$ cat src/rtl/spi_pkg.sv
// ============================================================================
// Module      : spi_pkg
// Description : Shared types and constants for the SPI master blocks.
// Revision    : 1.0 - initial release
// ============================================================================
`default_nettype none

package spi_pkg;

    typedef enum logic [1:0] {
        ST_IDLE  = 2'd0,
        ST_SETUP = 2'd1,
        ST_SHIFT = 2'd2,
        ST_HOLD  = 2'd3
    } spi_state_e;

    localparam int SPI_MODE_0 = 0;
    localparam int SPI_MODE_3 = 1;

    function automatic logic sck_idle_level(input int mode);
        return (mode == SPI_MODE_3);
    endfunction

endpackage

`default_nettype wire

$ cat src/rtl/spi_clkgen.sv
// ============================================================================
// Module      : spi_clkgen
// Description : Half-period counter, sck level and edge strobes for SPI.
// Revision    : 1.0 - initial release
// ============================================================================
`default_nettype none

module spi_clkgen #(
    parameter int CLK_DIV  = 3,
    parameter bit SCK_IDLE = 1'b0
) (
    input  logic clk_i,
    input  logic rst_ni,
    input  logic en_i,
    input  logic run_i,
    output logic sck_o,
    output logic rise_stb_o,
    output logic fall_stb_o
);

    localparam int             CW       = (CLK_DIV > 1) ? $clog2(CLK_DIV) : 1;
    localparam logic [CW-1:0]  CNT_LAST = CW'(CLK_DIV - 1);

    logic [CW-1:0] cnt_q, cnt_d;
    logic          ph_q, ph_d;
    logic          sck_q, sck_d;
    logic          tick;

    // Strobes mark every half-period boundary; ph_q selects which edge it is.
    // When run_i is low the boundary parks sck at the idle level instead.
    always_comb begin
        tick  = en_i && (cnt_q == CNT_LAST);
        cnt_d = cnt_q;
        ph_d  = ph_q;
        sck_d = sck_q;
        if (!en_i) begin
            cnt_d = '0;
            ph_d  = 1'b0;
            sck_d = SCK_IDLE;
        end else if (tick) begin
            cnt_d = '0;
            ph_d  = ~ph_q;
            sck_d = run_i ? ph_q : SCK_IDLE;
        end else begin
            cnt_d = cnt_q + 1'b1;
        end
    end

    always_ff @(posedge clk_i or negedge rst_ni) begin
        if (!rst_ni) begin
            cnt_q <= '0;
            ph_q  <= 1'b0;
            sck_q <= SCK_IDLE;
        end else begin
            cnt_q <= cnt_d;
            ph_q  <= ph_d;
            sck_q <= sck_d;
        end
    end

    assign sck_o      = sck_q;
    assign rise_stb_o = tick & ph_q;
    assign fall_stb_o = tick & ~ph_q;

endmodule

`default_nettype wire

$ cat src/rtl/spi_xfer.sv
// ============================================================================
// Module      : spi_xfer
// Description : SPI master transaction engine: CMD_W command bits then DATA_W
//               read or write data bits. Optional macro SPI_XFER_LOOPBACK_EN
//               adds the lpbk self-test port.
// Revision    : 1.0 - initial release
// ============================================================================
`default_nettype none

module spi_xfer
    import spi_pkg::*;
#(
    parameter int CMD_W     = 8,
    parameter int DATA_W    = 16,
    parameter int CLK_DIV   = 3,
    parameter int SPI_MODE3 = 0
) (
    input  logic              clk12MHz,
    input  logic              rst_n,
    input  logic              go,
    input  logic              rnw,
    input  logic [CMD_W-1:0]  cmd_in,
    input  logic [DATA_W-1:0] wr_data,
    output logic              busy,
    output logic              done,
    output logic [DATA_W-1:0] recv_message,
    output logic              sck,
    output logic              csb,
    output logic              sdo,
    input  logic              sdi
`ifdef SPI_XFER_LOOPBACK_EN
    ,
    input  logic              lpbk
`endif
);

    localparam int            NBITS     = CMD_W + DATA_W;
    localparam int            BW        = $clog2(NBITS + 1);
    localparam logic [BW-1:0] BIT_LAST  = BW'(NBITS - 1);
    localparam logic [BW-1:0] BIT_DATA0 = BW'(CMD_W);
    localparam bit            SCK_IDLE  = sck_idle_level(SPI_MODE3);

    spi_state_e        state_q, state_d;
    logic [BW-1:0]     bit_q, bit_d;
    logic [NBITS-2:0]  tx_q, tx_d;
    logic [DATA_W-1:0] rx_q, rx_d;
    logic [DATA_W-1:0] recv_q, recv_d;
    logic              rnw_q, rnw_d;
    logic              sdo_q, sdo_d;
    logic              csb_q, csb_d;
    logic              busy_q, busy_d;
    logic              done_q, done_d;

    logic              sck_w;
    logic              rise_stb;
    logic              fall_stb;
    logic              last_bit;
    logic              clk_en;
    logic              clk_run;
    logic              samp;
    logic [NBITS-1:0]  word;

`ifdef SPI_XFER_LOOPBACK_EN
    assign samp = lpbk ? sdo_q : sdi;
`else
    assign samp = sdi;
`endif

    assign last_bit = (bit_q == BIT_LAST);
    assign clk_en   = (state_q != ST_IDLE);
    // The fall that ends the last bit parks sck at idle rather than driving it low.
    assign clk_run  = (state_q == ST_SETUP) ||
                      ((state_q == ST_SHIFT) && !(fall_stb && last_bit));
    assign word     = {cmd_in, rnw ? {DATA_W{1'b0}} : wr_data};

    spi_clkgen #(
        .CLK_DIV  (CLK_DIV),
        .SCK_IDLE (SCK_IDLE)
    ) u_clkgen (
        .clk_i      (clk12MHz),
        .rst_ni     (rst_n),
        .en_i       (clk_en),
        .run_i      (clk_run),
        .sck_o      (sck_w),
        .rise_stb_o (rise_stb),
        .fall_stb_o (fall_stb)
    );

    always_ff @(posedge clk12MHz or negedge rst_n) begin
        if (!rst_n) begin
            state_q <= ST_IDLE;
        end else begin
            state_q <= state_d;
        end
    end

    always_comb begin
        state_d = state_q;
        case (state_q)
            ST_IDLE:  if (go)                   state_d = ST_SETUP;
            ST_SETUP: if (fall_stb)             state_d = ST_SHIFT;
            ST_SHIFT: if (fall_stb && last_bit) state_d = ST_HOLD;
            ST_HOLD:  if (rise_stb)             state_d = ST_IDLE;
            default:                            state_d = ST_IDLE;
        endcase
    end

    always_comb begin
        csb_d  = csb_q;
        busy_d = busy_q;
        done_d = 1'b0;
        sdo_d  = sdo_q;
        tx_d   = tx_q;
        rx_d   = rx_q;
        bit_d  = bit_q;
        rnw_d  = rnw_q;
        recv_d = recv_q;
        case (state_q)
            ST_IDLE: begin
                if (go) begin
                    csb_d  = 1'b0;
                    busy_d = 1'b1;
                    rnw_d  = rnw;
                    sdo_d  = word[NBITS-1];
                    tx_d   = word[NBITS-2:0];
                    bit_d  = '0;
                end
            end
            ST_SHIFT: begin
                if (rise_stb && rnw_q && (bit_q >= BIT_DATA0)) begin
                    rx_d = DATA_W'({rx_q, samp});
                end
                if (fall_stb) begin
                    if (last_bit) begin
                        sdo_d = 1'b0;
                    end else begin
                        sdo_d = tx_q[NBITS-2];
                        tx_d  = tx_q << 1;
                        bit_d = bit_q + 1'b1;
                    end
                end
            end
            ST_HOLD: begin
                if (rise_stb) begin
                    csb_d  = 1'b1;
                    busy_d = 1'b0;
                    done_d = 1'b1;
                    if (rnw_q) begin
                        recv_d = rx_q;
                    end
                end
            end
            default: ;
        endcase
    end

    always_ff @(posedge clk12MHz or negedge rst_n) begin
        if (!rst_n) begin
            csb_q  <= 1'b1;
            busy_q <= 1'b0;
            done_q <= 1'b0;
            sdo_q  <= 1'b0;
            tx_q   <= '0;
            rx_q   <= '0;
            bit_q  <= '0;
            rnw_q  <= 1'b0;
            recv_q <= '0;
        end else begin
            csb_q  <= csb_d;
            busy_q <= busy_d;
            done_q <= done_d;
            sdo_q  <= sdo_d;
            tx_q   <= tx_d;
            rx_q   <= rx_d;
            bit_q  <= bit_d;
            rnw_q  <= rnw_d;
            recv_q <= recv_d;
        end
    end

    assign busy         = busy_q;
    assign done         = done_q;
    assign recv_message = recv_q;
    assign sck          = sck_w;
    assign csb          = csb_q;
    assign sdo          = sdo_q;

endmodule

`default_nettype wire

$ cat config.mk
export PLATFORM = sky130hd
export DESIGN_NAME = spi_xfer
export DESIGN_NICKNAME = d
export VERILOG_FILES = /design/src/rtl/spi_pkg.sv /design/src/rtl/spi_clkgen.sv /design/src/rtl/spi_xfer.sv
export SDC_FILE = /design/constraint.sdc
export NUM_CORES = 1
export LEC_CHECK = 0
export BUFFER_PORTS_ARGS = -buffer_cell sky130_fd_sc_hd__buf_2
export CAP_MARGIN = 5
export CELL_PAD_IN_SITES_DETAIL_PLACEMENT = 1
export CELL_PAD_IN_SITES_GLOBAL_PLACEMENT = 2
export CORE_AREA = 4 4 98 100
export CTS_CLUSTER_SIZE = 20
export DETAILED_ROUTE_END_ITERATION = 8
export DIE_AREA = 0 0 102 104
export PLACE_DENSITY = 0.74
export SLEW_MARGIN = 10
export SYNTH_ARGS = -nofsm -noshare
export SYNTH_HDL_FRONTEND = slang
export SYNTH_SLANG_ARGS = --single-unit
$ cat constraint.sdc
create_clock -name clk12MHz -period 2.2 [get_ports clk12MHz]
set_input_delay 0.22 -clock clk12MHz [delete_from_list [all_inputs] [get_ports clk12MHz]]
set_output_delay 0.22 -clock clk12MHz [all_outputs]
set_load 0.005 [all_outputs]
==> impl_summary.md <==
Status
The run finished with clean final reports.

Synth
The number of unique standard cell types used by synthesis is 36. Yosys mapped a number of flops with a built-in enable equal to 0. The proportion of register bits with asynchronous set or reset after synthesis is 1.00. Of the synthesized area, sequential elements account for 0.565. During synthesis, Yosys emitted a total of 0 warnings. A synthesized cell averages 11.9 µm².

Synthesis produced a netlist with a net count of 300. The cell area that synthesis handed to floorplanning was 3140 µm². The leading register cell type out of synthesis is dfrtp_1. Synthesis handed over a netlist of 265 instances.

Synthesis inferred 71 register bits.

Global route
The global-route wire length before repair is 11,100 µm. The number of global-route vias before repair is 2,299. The initial antenna violation count is 0.

The total overflow left after global routing is 0. For this run, the total global-route usage over all layers was measured as 0.132. The pin count of the biggest net entering global routing is 72.

Setup path
STA classifies the critical path startpoint as a flop. The most critical setup path has its startpoint at state_q[0]. The worst setup path category is flop to flop. The beginning of the worst register-to-register path is state_q[0].

The master of the slowest instance on the critical path is or4b_4. The worst path required time is 2470 ps. The critical path endpoint category is a flop.

The highest net fanout along the worst path is 6. The signal on the critical path passes through inv_1 -> ha_2 -> or4b_4 -> o21a_2 -> or4_1 -> nand2_1. The peak per-stage delay on the critical path is 570 ps. STA puts the critical path data arrival time at 2380 ps.

Cells and area
The number of antenna cells inserted is 0. Once layout is done, the placed cells without fillers occupy 3770 µm². Compared with the post-synthesis result, the final layout area differs by 19.9%. In the final layout, the share of cells above drive strength 1 is 0.349. The net count of the finished layout is 354.

Detailed routing
The count of nets left with antenna violations once routing finished came out at 0. The routed via count divided by cell count is 5.12. The final wirelength is 6570 µm. The residual DRC count is 0. The total iterations of the first detailed-routing run is 4. In the final routed layout, each cell accounts on average for 15.2 µm. The detailed router's first-iteration violation count is 107.

For this block, the via count after detailed routing is 2,213.

Floorplanning
The placeable core region is 8680 µm². The floorplan has 34 rows. The die covers 10,600 µm². The chip width is 102 µm. For this configuration, the core starts out at a cell density of 0.362. The count of boundary I/O pins is 50. The chip height is 104 µm.

Clock network
The number of buffers created by CTS is 9. The depth of the CTS H-tree is 3. The clock slew seen by the registers of the worst setup and hold paths is 70 ps.

For this design, the sink count on the clock tree is 71. Clock tree synthesis selected as its root buffer the cell clkbuf_8. At the later pin of the worst-skew pair, clock insertion delay measures 340 ps.

The clock passes through at most 2 buffers. TritonCTS built the clock tree.

Pwr
For this design the static power due to leakage is 1.91 nW. Dividing total power by cell area gives a power density of 605 nW/µm². The worst-case IR drop observed on VDD is 0.000237 V.

STA
Dividing the final minimum period by the clock period gives 0.957. On the final layout, the worst clock skew is 6.86 ps. Timing would allow up to 475 MHz. The final hold violation count is 0. The actual slew at the worst max-slew pin is 403 ps. The number of max-slew violations in the final report came to 0. The total of endpoints with negative setup slack in the final report is 0. The worst pin sits at a relative slew slack of 0.731. For the finished layout, the period the worst path requires is 2100 ps.

The final-layout setup total negative slack is 0 ps.

Placement
The HPWL reported at the end of detailed placement is 4400 µm. The number of buffers added on ports is 49. The instance area after placement is 3580 µm². The weighted congestion at the end of routability-driven global placement is 0.743.

Flow run
The tool flagged a number of max-cap violations equal to 0.

Hold path
In this run the most critical hold path is launched from sdi. The path category of the worst min-delay check is input pin to flop.
[cell families (layout without fill, tap and decap cells)]
kind of cell,count (synthesis),in the layout,synth area share
AND/OR/NAND/NOR,35,35,0.0613
AO/OA/AOI/OAI,82,82,0.162
buffers and inverters,27,86,0.0346
multiplexers,43,43,0.150
adder cells (fa/ha/maj),6,6,0.0239
XOR/XNOR,1,1,0.00279
flip-flops,71,71,0.565
[path summary, 6_finish.rpt]
check | end | slack [ps] | cells after the start
min in group asynchronous | rx_q[1] | 450 | 3
hold reg to reg | rnw_q | 500 | 2
setup reg to reg | bit_q[3] | 100 | 6
max in group asynchronous | csb | 1430 | 3
setup / recovery | bit_q[3] | 100 | 6
hold / removal | rx_q[0] | 120 | 2
[worst max-delay path, delay by kind of cell (launching register included)]
kind / cells / cell delay [ps]
and+or+nand+nor: 3 / 1110
AOI/OAI and AO/OA: 1 / 250
DFF: 1 / 370
buffers and inverters: 1 / 90
adders and majority gates: 1 / 210
[registers in the layout, summed over array words and instances, names as in the netlist]
name,cells
done,1
rx_q,16
recv_message,16
u_clkgen.ph_q,1
busy,1
u_clkgen.cnt_q,2
rnw_q,1
bit_q,5
sdo,1
state_q,2
u_clkgen.sck_o,1
csb,1
tx_q,23
[power breakdown]
| part | internal [mW] | switching (mW) |
|---|---|---|
| clock network | 0.472 | 0.444 |
| logic | 0.0237 | 0.0374 |
| registers | 1.31 | 0 |
| total | 1.80 | 0.482 |
[repair_timing]
action / in CTS / in global routing
gates resized for setup: 0 / 2
hold buffers: 1 / 0
endpoints found under the setup margin: 0 / 9
endpoints found under the hold margin: 70 / 0
buffers inserted: 0 / 1
[layout by cell type (no fill, tap or decap), drive strengths merged]
cell type    synthesis  routed
nor3b                2       2
a32o                 1       1
mux2i                9       9
o21ai               11      11
a2bb2oi              1       1
clkinv               0       1
inv                  8       8
a31oi               22      22
nand2b               2       2
and3                 1       1
nand3b               2       2
nor3                 2       2
or4b                 1       1
or3                  2       2
a21oi               26      26
o211ai               2       2
nand2               10      10
nor2                 5       5
or4                  1       1
nand3                2       2
or2                  1       1
o21a                 1       1
a22oi               15      15
dfstp                1       1
xnor2                1       1
buf                  6      61
a21o                 1       1
nor2b                2       2
dlygate4sd3          0       1
o2111ai              1       1
mux2                34      34
nand4b               1       1
o2111a               1       1
and2                 1       1
clkbuf              13      15
dfrtp               70      70
ha                   6       6
[synth_stat cells (5+ instances only)]
| cell | n | share of area |
|---|---|---|
| dfrtp_1 | 70 | 0.56 |
| mux2_2 | 34 | 0.12 |
| a21oi_1 | 26 | 0.041 |
| a31oi_1 | 22 | 0.044 |
| a22oi_1 | 15 | 0.036 |
| clkbuf_1 | 13 | 0.016 |
| nand2_1 | 10 | 0.012 |
| o21ai_0 | 10 | 0.016 |
| mux2i_1 | 9 | 0.029 |
| inv_1 | 8 | 0.0096 |
| buf_2 | 6 | 0.0096 |
| ha_1 | 6 | 0.024 |
| nor2_1 | 5 | 0.0060 |
[area by class of cell]
cell class / instances / area, µm²
well taps: 108 / 135
inverters: 8 / 30.0
flip-flops and latches: 71 / 1780
clock buffers: 15 / 166
clock inverters: 1 / 5.00
fillers: 961 / 4910
repair buffers: 62 / 395
multi-input cells: 167 / 1260
[through the flow]
stage / power [mW] / hold WS, ps / util / worst slack, ps / std cells
detailed placement: 1.39 / 285 / 0.412 / 49.5 / 414
global route: 2.41 / 106 / 0.435 / -31.4 / 432
floorplan: 1.33 / -75.6 / - / 184 / 265
finish: 2.28 / 119 / 0.435 / 95.2 / 432
CTS: 2.34 / 99.0 / 0.433 / 25.9 / 431
global placement: 1.39 / 282 / 0.412 / 130 / 414
[routing by layer]
layer | wire, µm | global-route usage
met5 | 0 | 0
met4 | 97 | 0.0506
met3 | 298 | 0.0376
met2 | 3180 | 0.202
met1 | 2990 | 0.175
Note: power is estimated with default switching activity, not from simulation.
